$ cat src/rtl/imm_gen_stage.sv
// imm_gen_stage: registered immediate-generation stage between fetch and decode.
// Each accepted 32-bit instruction is paired with its XLEN-wide, sign-extended
// immediate. A one-entry skid buffer behind the output register keeps full
// throughput when downstream applies backpressure.
//
// Parameters:
//   XLEN     - immediate width (32 or 64)
//   AUTO_SEL - 0: type taken from imm_sel; 1: type decoded from instr_in[6:0]
// Optional feature macro:
//   IMM_GEN_CSR_EN - enables the Z type (CSR uimm, zero-extended instr[19:15])
// Ports:
//   clk, rst_n             clock, async active-low reset
//   flush                  synchronous kill of all buffered entries
//   in_valid/in_ready      input handshake (in_ready registered)
//   instr_in, imm_sel      raw instruction and type select
//   out_valid/out_ready    output handshake
//   instr_out, imm_out     instruction and its immediate
//   imm_type_out, sel_err  resolved type and reserved/unsupported flag
module imm_gen_stage #(
  parameter int unsigned XLEN     = 32,
  parameter bit          AUTO_SEL = 1'b0
) (
  input  logic            clk,
  input  logic            rst_n,
  input  logic            flush,
  input  logic            in_valid,
  output logic            in_ready,
  input  logic [31:0]     instr_in,
  input  logic [2:0]      imm_sel,
  output logic            out_valid,
  input  logic            out_ready,
  output logic [31:0]     instr_out,
  output logic [XLEN-1:0] imm_out,
  output logic [2:0]      imm_type_out,
  output logic            sel_err
);

  localparam int unsigned ILEN = 32;

  localparam logic [2:0] SEL_NONE = 3'b000;
  localparam logic [2:0] SEL_I    = 3'b001;
  localparam logic [2:0] SEL_S    = 3'b010;
  localparam logic [2:0] SEL_B    = 3'b011;
  localparam logic [2:0] SEL_U    = 3'b100;
  localparam logic [2:0] SEL_J    = 3'b101;
  localparam logic [2:0] SEL_Z    = 3'b110;
  localparam logic [2:0] SEL_RSVD = 3'b111;

  typedef struct packed {
    logic [ILEN-1:0] instr;
    logic [XLEN-1:0] imm;
    logic [2:0]      typ;
    logic            err;
  } entry_t;

  logic [2:0]      w_sel_dec;
  logic [2:0]      w_sel_raw;
  logic [2:0]      w_typ;
  logic            w_err;
  logic [ILEN-1:0] w_imm32;
  entry_t          w_new;
  logic            w_in_fire;

  entry_t r_out, r_skid;
  logic   r_out_valid, r_skid_valid, r_in_ready;
  entry_t w_out_nxt, w_skid_nxt;
  logic   w_out_valid_nxt, w_skid_valid_nxt;

  // Opcode-to-type decode used when AUTO_SEL is set
  always_comb begin
    w_sel_dec = SEL_NONE;
    case (instr_in[6:0])
      7'b0010011, 7'b0000011, 7'b1100111: w_sel_dec = SEL_I;
      7'b0100011:                         w_sel_dec = SEL_S;
      7'b1100011:                         w_sel_dec = SEL_B;
      7'b0110111, 7'b0010111:             w_sel_dec = SEL_U;
      7'b1101111:                         w_sel_dec = SEL_J;
`ifdef IMM_GEN_CSR_EN
      7'b1110011: if (instr_in[14])       w_sel_dec = SEL_Z;
`endif
      default:                            w_sel_dec = SEL_NONE;
    endcase
  end

  assign w_sel_raw = AUTO_SEL ? w_sel_dec : imm_sel;

  // Every format fits in 32 bits with bit 31 as its sign, so build a 32-bit
  // value and sign-extend once to XLEN.
  always_comb begin
    w_typ   = w_sel_raw;
    w_err   = 1'b0;
    w_imm32 = '0;
    case (w_sel_raw)
      SEL_I: w_imm32 = {{20{instr_in[31]}}, instr_in[31:20]};
      SEL_S: w_imm32 = {{20{instr_in[31]}}, instr_in[31:25], instr_in[11:7]};
      SEL_B: w_imm32 = {{20{instr_in[31]}}, instr_in[7], instr_in[30:25],
                        instr_in[11:8], 1'b0};
      SEL_U: w_imm32 = {instr_in[31:12], 12'b0};
      SEL_J: w_imm32 = {{12{instr_in[31]}}, instr_in[19:12], instr_in[20],
                        instr_in[30:21], 1'b0};
`ifdef IMM_GEN_CSR_EN
      SEL_Z: w_imm32 = {27'b0, instr_in[19:15]};
`else
      SEL_Z: begin
        w_typ = SEL_NONE;
        w_err = 1'b1;
      end
`endif
      SEL_RSVD: begin
        w_typ = SEL_NONE;
        w_err = 1'b1;
      end
      default: w_imm32 = '0;
    endcase
  end

  assign w_new = '{instr: instr_in,
                   imm:   XLEN'($signed(w_imm32)),
                   typ:   w_typ,
                   err:   w_err};

  assign w_in_fire = in_valid && r_in_ready;

  // Output register + skid entry next-state; flush overrides all handshakes
  always_comb begin
    w_out_nxt        = r_out;
    w_out_valid_nxt  = r_out_valid;
    w_skid_nxt       = r_skid;
    w_skid_valid_nxt = r_skid_valid;
    if (flush) begin
      w_out_valid_nxt  = 1'b0;
      w_skid_valid_nxt = 1'b0;
    end else if (!r_out_valid || out_ready) begin
      if (r_skid_valid) begin
        w_out_nxt        = r_skid;
        w_out_valid_nxt  = 1'b1;
        w_skid_valid_nxt = 1'b0;
      end else if (w_in_fire) begin
        w_out_nxt       = w_new;
        w_out_valid_nxt = 1'b1;
      end else begin
        w_out_valid_nxt = 1'b0;
      end
    end else if (w_in_fire) begin
      w_skid_nxt       = w_new;
      w_skid_valid_nxt = 1'b1;
    end
  end

  // State registers; in_ready mirrors an empty skid entry
  always_ff @(posedge clk or negedge rst_n) begin
    if (!rst_n) begin
      r_out        <= '0;
      r_skid       <= '0;
      r_out_valid  <= 1'b0;
      r_skid_valid <= 1'b0;
      r_in_ready   <= 1'b1;
    end else begin
      r_out        <= w_out_nxt;
      r_skid       <= w_skid_nxt;
      r_out_valid  <= w_out_valid_nxt;
      r_skid_valid <= w_skid_valid_nxt;
      r_in_ready   <= !w_skid_valid_nxt;
    end
  end

  assign in_ready     = r_in_ready;
  assign out_valid    = r_out_valid;
  assign instr_out    = r_out.instr;
  assign imm_out      = r_out.imm;
  assign imm_type_out = r_out.typ;
  assign sel_err      = r_out.err;

endmodule

$ cat config.mk
export PLATFORM = sky130hd
export DESIGN_NAME = imm_gen_stage
export DESIGN_NICKNAME = d
export VERILOG_FILES = /design/src/rtl/imm_gen_stage.sv
export SDC_FILE = /design/constraint.sdc
export NUM_CORES = 1
export LEC_CHECK = 0
export ABC_AREA = 1
export CORE_UTILIZATION = 55
export CTS_BUF_LIST = sky130_fd_sc_hd__clkbuf_8
export CTS_CLUSTER_SIZE = 40
export DETAILED_ROUTE_END_ITERATION = 7
export PLACE_DENSITY = 0.87
export SLEW_MARGIN = 40
export SYNTH_ARGS = -nofsm -noshare
export SYNTH_HDL_FRONTEND = slang
export SYNTH_SLANG_ARGS = --single-unit
export TNS_END_PERCENT = 10
$ cat constraint.sdc
create_clock -name clk -period 1.45 [get_ports clk]
set_input_delay 0.145 -clock clk [delete_from_list [all_inputs] [get_ports clk]]
set_output_delay 0.145 -clock clk [all_outputs]
set_load 0.01 [all_outputs]
After elaboration in Yosys (flattened, before gate mapping). Index checks and enable logic that the tools add are counted.

Word-level logic and storage cells: 41. Register bits: 139.

Reductions and logical operators: 9. Mux-type cells: 12. Equal/unequal tests: 7. Bitwise logic cells: 2.

Operators with widths (number): one-hot mux 32 bit (5 select lines) (1); two-way mux 68 bit (2); == test 3 bit, second input constant (4); two-way mux 1 bit (8); == test 3 x 2 -> 1 bit, second input constant (2); AND reduction 3 bit (2); nonzero test 2 bit (2); == test 3 x 1 -> 1 bit, second input constant (1); two-way mux 3 bit (1); zero test 1 bit (2); inverter 1 bit (2); OR reduction 2 bit (1); logical AND 1 bit (1); logical OR 1 bit (1).

Longest topological paths before layout.
Depth in word-level cells: 5. Depth in mapped cells: 8. Gate-level depth less buffers: 7.

Worst setup path before layout. No wires, ideal clock.

Path kind: flip-flop to flip-flop. From: register r_in_ready (netlist: in_ready). To: register r_out, in the netlist imm_type_out[0]. Data required time: 1.314 ns. Cell stages (with the launch flop): 8. Data arrival time: 1.229 ns. Library setup time: 0.136 ns. Slack: 0.085 ns. Path through: dfstp_2 nand2_1 nand2_1 nand3_2 buf_2 buf_2 nand2_1 o21ai_0.

Word-level cells in the longest chain between the ends: 3.

Ends and longest elaborated chain: from (decl) (line 65) `logic r_out_valid, r_skid_valid, r_in_ready;`; from (signal assigned) (line 163) `r_in_ready <= !w_skid_valid_nxt;`; logical AND 1 bit (line 122) `assign w_in_fire = in_valid && r_in_ready;`; nonzero test 2 bit (no source line); AND reduction 3 bit (no source line); to (signal assigned) (line 159) `r_out <= w_out_nxt;`; to (decl) (line 64) `entry_t r_out, r_skid;`.

Every way passes these cells. A chain may end at the register's enable or synchronous reset.

Final worst setup path.
From: register r_in_ready (netlist: in_ready). To: register r_out, in the netlist imm_out[1].

Same word-level chain as after synthesis.

==> qor.yml <==
critical_path:
  crit_path_end_kind: "flip-flop"
  cp.required_ps: 1760
  crit_family: "flip-flops"
  cpMostUsedCell: "buf_12"
  crit_buf_inv: 3
  startpoint_type: "flip-flop"
  arrival_ps: 1820
  path_cells: "nand2_4, nand2_4, nand3_4, buf_12, buf_12, buf_12, nand2_2, nand2_1"
  criticalPathCategory: "reg -> reg"
  critical_path_peak_fanout: 18
  critPathMaxStageDelay_ps: 560
  crit_slowest_cell: "dfstp_2"
clock_network:
  numCtsBuffers: 17
  root_buffer: "clkbuf_8"
  h-tree-depth: 4
  cts.sinks: 139
  cts.path.max_buffers: 2
  clkTransAtPathRegs_ps: 80
  worstSkewPairLatency_ps: 450
  cts_tree: "done"
synth:
  ys_warn_count: 0
  synth-seq-cells: 139
  synthAdderAreaFrac: 0
  synth.mux.area_fraction: 0
  yosys.cell_types.count: 24
  syn_inst: 748
  synth_top_family_by_area: "simple AND/OR/NAND/NOR gates"
  synth_fp_nets: 788
  synth-compound-area-share: 0.162
  ys_seq_area_frac: 0.564
  synthSimpleGateAreaFrac: 0.200
  synth_xor_area_frac: 0
  syn_avg_cell_area_um2: 8.24
  synthesis.area_mm2: 0.00617
die:
  placementRows: 38
  initial_core_util: 0.566
  die_w_um: 108
  die_h_um: 108
  fp.dieArea_mm2: 0.0116
  coreArea_mm2: 0.0109
  pin_count: 110
drt:
  highest_layer: "met4"
  wl_um: 17000
  drtAntennaViolNets: 0
  drt_iter0_drc: 415
  via_per_inst: 5.60
  wl_per_cell_um: 16.5
  wl_met3_um: 1270
  vias: 5760
  wl_met2_um: 8240
  wl_met1_um: 6880
  route.detailed.drc: 0
  dr.pass1.iters: 5
global_routing:
  grt_pass1_vias: 5590
  grt_max_degree: 51
  grt_pass1_wl_um: 26500
  antenna_found_initial: 0
  grt.total_usage: 0.300
  grt_overflow_total: 0
power:
  clockPowerShare: 0.284
  leakage_nw: 4.34
  pwr-share-comb: 0.223
  power.total_w: 0.0105
  power.switching_w: 0.00331
  power_density_mw_per_mm2: 1270
  p_int_w: 0.00717
  peakVddDrop_v: 0.000814
  switching_share: 0.316
  seq_power_share: 0.493
timing:
  timing.final.ws_setup_ps: -65.5
  final_max_slew_viol_count: 0
  finalCriticalPeriod_ps: 1520
  slew_headroom: 0.678
  report.final.setup_viol: 6
  finalCritPeriodShare: 1.05
  rsz0062_at_grt: "true"
  worst_slew_pin_slew_ps: 483
  finalClockSkew_ps: 8.48
  final-hold-violation-count: 0
  fmax_mhz: 660
  finalSetupTns_ps: -108
flow_run:
  max-cap-violations: 0
placement:
  port_buffers: 109
  hpwl_um: 11100
  gp_congestion: 0.898
  dp.cells: 991
  post_dp_cell_area_mm2: 0.00770
  placement.setup.worst_slack_ps: -184
layout:
  insertedDiodeCount: 0
  layout_common_cells: "nand2_1 (237), dfrtp_1 (138), o21ai_0 (87), dlygate4sd2_1 (70), inv_1 (56)"
  area_growth_pct: 33.9
  finalNetCount: 917
  layout_commonest_cell: "nand2_1"
  final_area_mm2: 0.00825
  drive_above_1_share: 0.133
  stdcell_count: 1029
min_path:
  hold_class: "in -> async"
status:
  failed_checks: "negative setup slack"
  status: "finished, violations left"
cells in the mapped netlist:
library cell	instances	area, µm²
nand2_1	252	946
dfrtp_1	138	3450
o21ai_0	108	541
inv_1	56	210
o21ai_1	36	180
buf_2	27	135
nor2_1	25	93.8
a21oi_1	22	110
clkbuf_1	17	63.8
nand3_1	17	85.1
a31oi_1	11	68.8
a21boi_1	8	60.1
nand4_1	8	50.1
inv_2	6	22.5
o22ai_1	4	25.0
nand2_2	3	18.8
a21boi_0	2	15.0
nand2_4	2	22.5
buf_1	1	3.75
buf_4	1	7.51
buf_6	1	11.3
dfstp_2	1	26.3
nand3_2	1	10.0
nor2_2	1	6.26
per-layer routing:
layer,vias to the layer above,track usage
met3,51,0.0757
li1,2669,-
met5,-,0
met2,284,0.496
met4,0,0.127
met1,2756,0.376
power groups by stage:
stage | Combinational (W) | Sequential [W] | Clock, W
finish | 0.00234 | 0.00516 | 0.00298
global route | 0.00260 | 0.00524 | 0.00318
CTS | 0.00220 | 0.00513 | 0.00299
detailed placement | 0.00241 | 0.00521 | 0
global placement | 0.00231 | 0.00515 | 0
floorplan | 0.000985 | 0.00526 | 0
timing repair:
action	CTS	global route
pin swaps	3	4
setup endpoints to repair	120	61
buffers inserted	0	1
cloned	0	5
hold buffers	1	0
gates resized for setup	84	44
endpoints found under the hold margin	46	0
metrics by stage:
step | hold WS (ps) | utilization
after floorplan | -151 | -
after global placement | 118 | 0.707
after detailed placement | 123 | 0.707
after CTS | 209 | 0.736
after global routing | 236 | 0.758
final | 214 | 0.758
worst reg2reg max path, stage by stage (launching register included):
cell and delay (ps):
dfstp_2 560, nand2_4 60, nand2_4 70, nand3_4 60
buf_12 160, buf_12 160, buf_12 150, nand2_2 80
nand2_1 80
logic make-up after synthesis:
logic type,count (synthesis)
simple gates,309
buf+inv,109
flops,139
compound gates,191
path summary, 6_finish.rpt:
path,startpoint,endpoint,slack (ps),cells past startpoint
worst max-delay path,in_ready,imm_out[1],-70,8
worst min-delay path,rst_n,instr_out[17],210,2
worst max register to register,in_ready,imm_out[1],-70,8
worst min register to register,r_skid[55],r_skid[55],490,2
max in group asynchronous,rst_n,imm_out[23],680,3
min in group clk,instr_in[5],r_skid[41],280,3
registers in the layout (all words and copies together) (netlist names):
register and cells:
r_skid 68, sel_err 1, imm_out 32, imm_type_out 3, in_ready 1, r_skid_valid 1
instr_out 32, out_valid 1
area by class of cell:
type                       instances  area [µm²]
timing repair buffer             157        1660
clock buffer                      18         248
multi-input combinational        500        2340
sequential                       139        3480
inverter                          62         238
tap                              140         175
clock inverter                    13         120
fill                             757        2630
(Power assumes the default switching activity.)
